**config.mk**
```make
export PLATFORM = sky130hd
export DESIGN_NAME = syncnt_down_timer
export DESIGN_NICKNAME = d
export VERILOG_FILES = /design/src/rtl/syncnt_down_timer.sv
export SDC_FILE = /design/constraint.sdc
export NUM_CORES = 1
export LEC_CHECK = 0
export BUFFER_PORTS_ARGS = -buffer_cell sky130_fd_sc_hd__buf_2
export CORE_UTILIZATION = 56
export CTS_CLUSTER_SIZE = 8
export DETAILED_ROUTE_END_ITERATION = 10
export GPL_ROUTABILITY_DRIVEN = 0
export PLACE_DENSITY = 0.9
export SLEW_MARGIN = 20
export SYNTH_ARGS = -nofsm -noshare
export SYNTH_HDL_FRONTEND = slang
export SYNTH_SLANG_ARGS = --single-unit
```
**constraint.sdc**
```tcl
create_clock -name CLK -period 5.95 [get_ports CLK]
set_clock_uncertainty 0.1 [all_clocks]
set_input_delay 1.4875 -clock CLK [delete_from_list [all_inputs] [get_ports CLK]]
set_output_delay 1.4875 -clock CLK [all_outputs]
set_load 0.005 [all_outputs]
```
**src/rtl/syncnt_down_timer.sv**
```systemverilog
// -----------------------------------------------------------------------------
// syncnt_down_timer
//
// Purpose:
//   Loadable synchronous down counter/timer with a programmable prescaler.
//   A reload register holds the start value. START copies it into the counter,
//   and the counter then decrements on each prescaler tick. At terminal count
//   (a tick while Q==0) it emits a one-cycle borrow pulse BO. In one-shot mode
//   (MODE=0) it then stops at 0. In periodic mode (MODE=1) it reloads and keeps
//   running. The period between BO pulses is (PRE+1)*(reload+1) clocks.
//
// Optional feature:
//   SYNCNT_DOWN_TIMER_INT_EN - when defined, adds the sticky interrupt output
//   INT and its active-low acknowledge ACKL.
//
// Ports:
//   CLK     in   1           system clock, rising edge
//   RESETL  in   1           asynchronous active-low reset
//   D       in   WIDTH       reload value
//   LDL     in   1           active-low reload register write strobe
//   PRE     in   PRESCALE_W  prescale divisor minus one (0 = tick every CLK)
//   MODE    in   1           0 = one-shot, 1 = periodic auto-reload
//   START   in   1           load counter from reload and run
//   STOP    in   1           halt and hold Q (wins over START)
//   Q       out  WIDTH       current count
//   QB      out  WIDTH       bitwise complement of Q
//   BO      out  1           borrow pulse, one CLK wide, at terminal count
//   RUN     out  1           high while counting
//   INT     out  1           sticky interrupt, set by BO (feature only)
//   ACKL    in   1           active-low interrupt clear (feature only)
// -----------------------------------------------------------------------------
module syncnt_down_timer #(
  parameter int WIDTH      = 16,
  parameter int PRESCALE_W = 8
) (
  input  logic                  CLK,
  input  logic                  RESETL,
  input  logic [WIDTH-1:0]      D,
  input  logic                  LDL,
  input  logic [PRESCALE_W-1:0] PRE,
  input  logic                  MODE,
  input  logic                  START,
  input  logic                  STOP,
`ifdef SYNCNT_DOWN_TIMER_INT_EN
  output logic                  INT,
  input  logic                  ACKL,
`endif
  output logic [WIDTH-1:0]      Q,
  output logic [WIDTH-1:0]      QB,
  output logic                  BO,
  output logic                  RUN
);

  typedef enum logic {
    ST_IDLE  = 1'b0,
    ST_COUNT = 1'b1
  } state_t;

  localparam logic [WIDTH-1:0]      CNT_ONE = WIDTH'(1);
  localparam logic [PRESCALE_W-1:0] PRE_ONE = PRESCALE_W'(1);

  state_t                  state_q, state_d;
  logic [WIDTH-1:0]        q_q, q_d;
  logic [WIDTH-1:0]        reload_q, reload_d;
  logic [PRESCALE_W-1:0]   pre_cnt_q, pre_cnt_d;
  logic                    bo_q, bo_d;
  logic                    run_q, run_d;
  logic [WIDTH-1:0]        reload_eff;
  logic                    tick;

  // A reload value written on the same edge as a counter load is used
  // directly, so software can load-and-start in one cycle.
  assign reload_eff = (!LDL) ? D : reload_q;
  assign tick       = (state_q == ST_COUNT) && (pre_cnt_q == '0);

  always_comb begin
    state_d   = state_q;
    q_d       = q_q;
    reload_d  = reload_q;
    pre_cnt_d = pre_cnt_q;
    bo_d      = 1'b0;
    run_d     = run_q;

    if (!LDL) begin
      reload_d = D;
    end

    if (STOP) begin
      state_d = ST_IDLE;
      run_d   = 1'b0;
    end else if (START) begin
      state_d   = ST_COUNT;
      run_d     = 1'b1;
      q_d       = reload_eff;
      pre_cnt_d = PRE;
    end else if (state_q == ST_COUNT) begin
      if (tick) begin
        pre_cnt_d = PRE;
        if (q_q != '0) begin
          q_d = q_q - CNT_ONE;
        end else begin
          // Terminal count: MODE is sampled here, so mid-run changes only
          // matter at the next terminal count.
          bo_d = 1'b1;
          if (MODE) begin
            q_d = reload_eff;
          end else begin
            state_d = ST_IDLE;
            run_d   = 1'b0;
          end
        end
      end else begin
        pre_cnt_d = pre_cnt_q - PRE_ONE;
      end
    end
  end

  always_ff @(posedge CLK or negedge RESETL) begin
    if (!RESETL) begin
      state_q   <= ST_IDLE;
      q_q       <= '0;
      reload_q  <= '0;
      pre_cnt_q <= '0;
      bo_q      <= 1'b0;
      run_q     <= 1'b0;
    end else begin
      state_q   <= state_d;
      q_q       <= q_d;
      reload_q  <= reload_d;
      pre_cnt_q <= pre_cnt_d;
      bo_q      <= bo_d;
      run_q     <= run_d;
    end
  end

`ifdef SYNCNT_DOWN_TIMER_INT_EN
  logic int_q, int_d;

  // INT rises together with BO. A set on the same edge as an acknowledge wins.
  always_comb begin
    int_d = int_q;
    if (!ACKL) begin
      int_d = 1'b0;
    end
    if (bo_d) begin
      int_d = 1'b1;
    end
  end

  always_ff @(posedge CLK or negedge RESETL) begin
    if (!RESETL) begin
      int_q <= 1'b0;
    end else begin
      int_q <= int_d;
    end
  end

  assign INT = int_q;
`endif

  assign Q   = q_q;
  assign QB  = ~q_q;
  assign BO  = bo_q;
  assign RUN = run_q;

endmodule

```
==> results.py <==
metrics = {
    "outcome": {
        "status": "complete, no violations",
    },
    "timing": {
        "period_minus_slack_ns": 3.241,
        "fmax_mhz": 308.5,
        "slew_headroom": 0.3703,
        "holdWs_ns": 0.4025,
        "setup_tns_ns": 0,
        "hold_viol_final": 0,
        "setup_violations": 0,
        "rsz0062_at_grt": "no",
        "final_max_slew_viol_count": 0,
        "tightest_slew_ns": 0.9445,
        "fin_crit_sh": 0.5447,
    },
    "pwr": {
        "sw_frac_of_total": 0.3641,
        "power_switching_w": 0.0003247,
        "power_frac_clock": 0.225,
        "p_comb_frac": 0.315,
        "power-per-cell-area_nw_per_um2": 319.9,
        "pwr-share-seq": 0.460,
        "leakagePower_nw": 1.249,
        "p_int_w": 0.0005671,
        "vdd_drop_max_mv": 0.2123,
    },
    "floorplan": {
        "dieArea_sq_um": 4521,
        "ioPinCount": 64,
        "initial_core_util": 0.5874,
        "die-height_um": 67.24,
        "core_sq_um": 4058,
        "fp-row-count": 23,
        "die_x_um": 67.24,
    },
    "layout": {
        "layout.cells.non_filler": 354,
        "drive_above_1_share": 0.3355,
        "seq_area_sq_um": 1076,
        "syn2layout_area_growth_pct": 16.96,
        "diodes": 0,
        "fin_area_sq_um": 2788,
        "fillerInstances": 320,
        "fin_nets": 337,
        "multi_input_area_sq_um": 1152,
    },
    "detailed_routing": {
        "via_count": 2198,
        "ant_nets": 0,
        "wl_um": 5897,
        "wl_per_cell_um": 16.66,
        "drc": 0,
        "vias_per_cell": 6.209,
        "drt_first_pass_iters": 5,
        "drt_iter0_drc": 184,
    },
    "cts": {
        "clk_pin_slew_ns": 0.08,
        "cts_root_buf": "clkbuf_8",
        "cts.sinks": 43,
        "cts_resized": 0,
        "htree_levels": 2,
        "cts_setup_buffers": 0,
        "cts_tree": "built",
        "postCtsHoldBufs": 0,
        "clockBufferDepth": 2,
        "clock_latency_ns": 0.30,
        "numCtsBuffers": 5,
    },
    "global_route": {
        "grt_max_degree": 44,
        "antenna_found_initial": 0,
        "track_usage": 0.2852,
        "gr-total-overflow": 0,
        "grt_pass1_wl_um": 9446,
        "grt_pass1_vias": 1962,
    },
    "critical_path": {
        "crit_type": "in -> reg",
        "r2r-start": "Q[0]",
        "crit_fanout": 17,
        "critPathRequiredTime_ns": 6.05,
        "critPathCaptureType": "flop",
        "r2r-end": "Q[5]",
        "cp.arrival_ns": 3.34,
        "r2r_slack_ns": 2.88,
        "worstSetupStartpointType": "input pin",
        "worst-r2r-cell-count": 7,
    },
    "synth": {
        "yosysTopAreaCellShare": 0.4514,
        "synthFlopType": "dfrtp_1",
        "async_flop_share": 1.000,
        "yosys-top-cells-count": "43 x dfrtp_1, 22 x o21ai_0, 20 x a21oi_1, 20 x inv_1, 16 x mux2_2",
        "synth.distinct_cells": 45,
        "yosysTopAreaCell": "dfrtp_1",
        "synth_area_sq_um": 2384,
        "ys_seq_elements": 43,
        "ys_warn_count": 0,
        "synth_most_common_cell": "dfrtp_1",
        "synth_edf_count": 0,
        "syn_inst": 245,
        "synth_area_per_cell_sq_um": 9.729,
        "synth.area.top_cells": "dfrtp_1 45%, mux2_2 7.6%, o21ai_0 4.6%, a21oi_1 4.2%, inv_1 3.1%",
        "ys_seq_area_frac": 0.4514,
        "synth_fp_nets": 279,
    },
    "hold_path": {
        "hold_class": "reg -> reg",
        "hold_start": "reload_q[4]",
        "hold_depth": 1,
        "whs_endpoint": "reload_q[4]",
    },
    "placement": {
        "port_buffers": 63,
        "post-dp-hpwl_um": 4233,
        "numPlacedInstances": 346,
        "placed_area_sq_um": 2685,
    },
    "job": {
        "cap_viol_max_count": 0,
    },
}
[logic make-up (layout without fill, tap and decap cells)]
| logic type | Yosys count | in the layout | synth area share |
|---|---|---|---|
| fa+ha+maj | 4 | 4 | 0.02100 |
| mux | 20 | 20 | 0.09239 |
| flops | 43 | 43 | 0.4514 |
| simple gates | 63 | 63 | 0.1491 |
| buf+inv | 33 | 92 | 0.06666 |
| compound gates | 82 | 82 | 0.2194 |
[critical path: stages]
cell      delay (ns)
buf_2           0.26
inv_1           0.14
o41a_1          0.22
a211oi_2        0.75
o21ai_0         0.21
a22o_1          0.27
[per-layer routing]
metal,global-route usage,vias to the layer above,wire length (um)
met4,0.1117,0,80
met2,0.4425,116,2878
li1,-,1015,-
met1,0.3883,1056,2492
met3,0.06081,11,445
met5,0,-,0
[power by group through the flow]
stage                     Clock (W)  Sequential [W]  Combinational, W
after CTS                  0.000203        0.000407          0.000279
after floorplan                   0        0.000396          0.000172
after detailed placement          0        0.000412          0.000276
after global routing       0.000216        0.000416          0.000312
final                      0.000201        0.000410          0.000281
after global placement            0        0.000408          0.000266
[placed cells by master (no fill, tap or decap), types with 3 or more instances in the layout]
master | netlist | routed
buf_2 | 1 | 63
dfrtp_1 | 43 | 43
o21ai_0 | 22 | 22
inv_1 | 20 | 20
a21oi_1 | 20 | 20
mux2_2 | 16 | 16
nor2_1 | 15 | 15
nor3_1 | 14 | 14
nand2_1 | 7 | 7
nor4_1 | 6 | 6
o22ai_1 | 6 | 6
clkbuf_8 | 0 | 6
a31oi_1 | 5 | 5
o21ai_1 | 5 | 5
nand3_1 | 4 | 4
o21a_1 | 4 | 4
o2bb2ai_1 | 4 | 4
mux2i_1 | 4 | 4
ha_1 | 4 | 4
or3_1 | 3 | 3
[metrics by stage]
stage	utilization	worst slack, ns	power [W]
2_1_floorplan	-	2.952	0.0005685
3_3_place_gp	0.6617	2.365	0.0006737
3_5_place_dp	0.6617	2.284	0.0006886
4_1_cts	0.6861	2.615	0.0008886
5_1_grt	0.6870	2.671	0.0009441
6_report	0.6870	2.709	0.0008918
[sequential cells by signal (all words and copies together) (netlist names)]
| name | count |
|---|---|
| Q | 16 |
| reload_q | 16 |
| BO | 1 |
| RUN | 1 |
| pre_cnt_q | 8 |
| state_q | 1 |
[worst max-delay path by stage]
stage / from / endpoint / slack, ns / cells after the start
final: START / Q[7] / 2.71 / 6
after global routing: START / Q[6] / 2.67 / 6
after CTS: START / Q[5] / 2.62 / 5
after detailed placement: START / Q[3] / 2.28 / 5
after global placement: START / Q[5] / 2.37 / 5
after floorplan: LDL / Q[7] / 2.95 / 6
[cell type report]
cell class / instances / share of cell area
tap: 50 / 0.02244
multi-input combinational: 169 / 0.4134
clock inverter: 2 / 0.005835
clock buffer: 6 / 0.02962
sequential: 43 / 0.3860
timing repair buffer: 64 / 0.1158
inverter: 20 / 0.02693
Note: power is estimated with default switching activity, not from simulation.
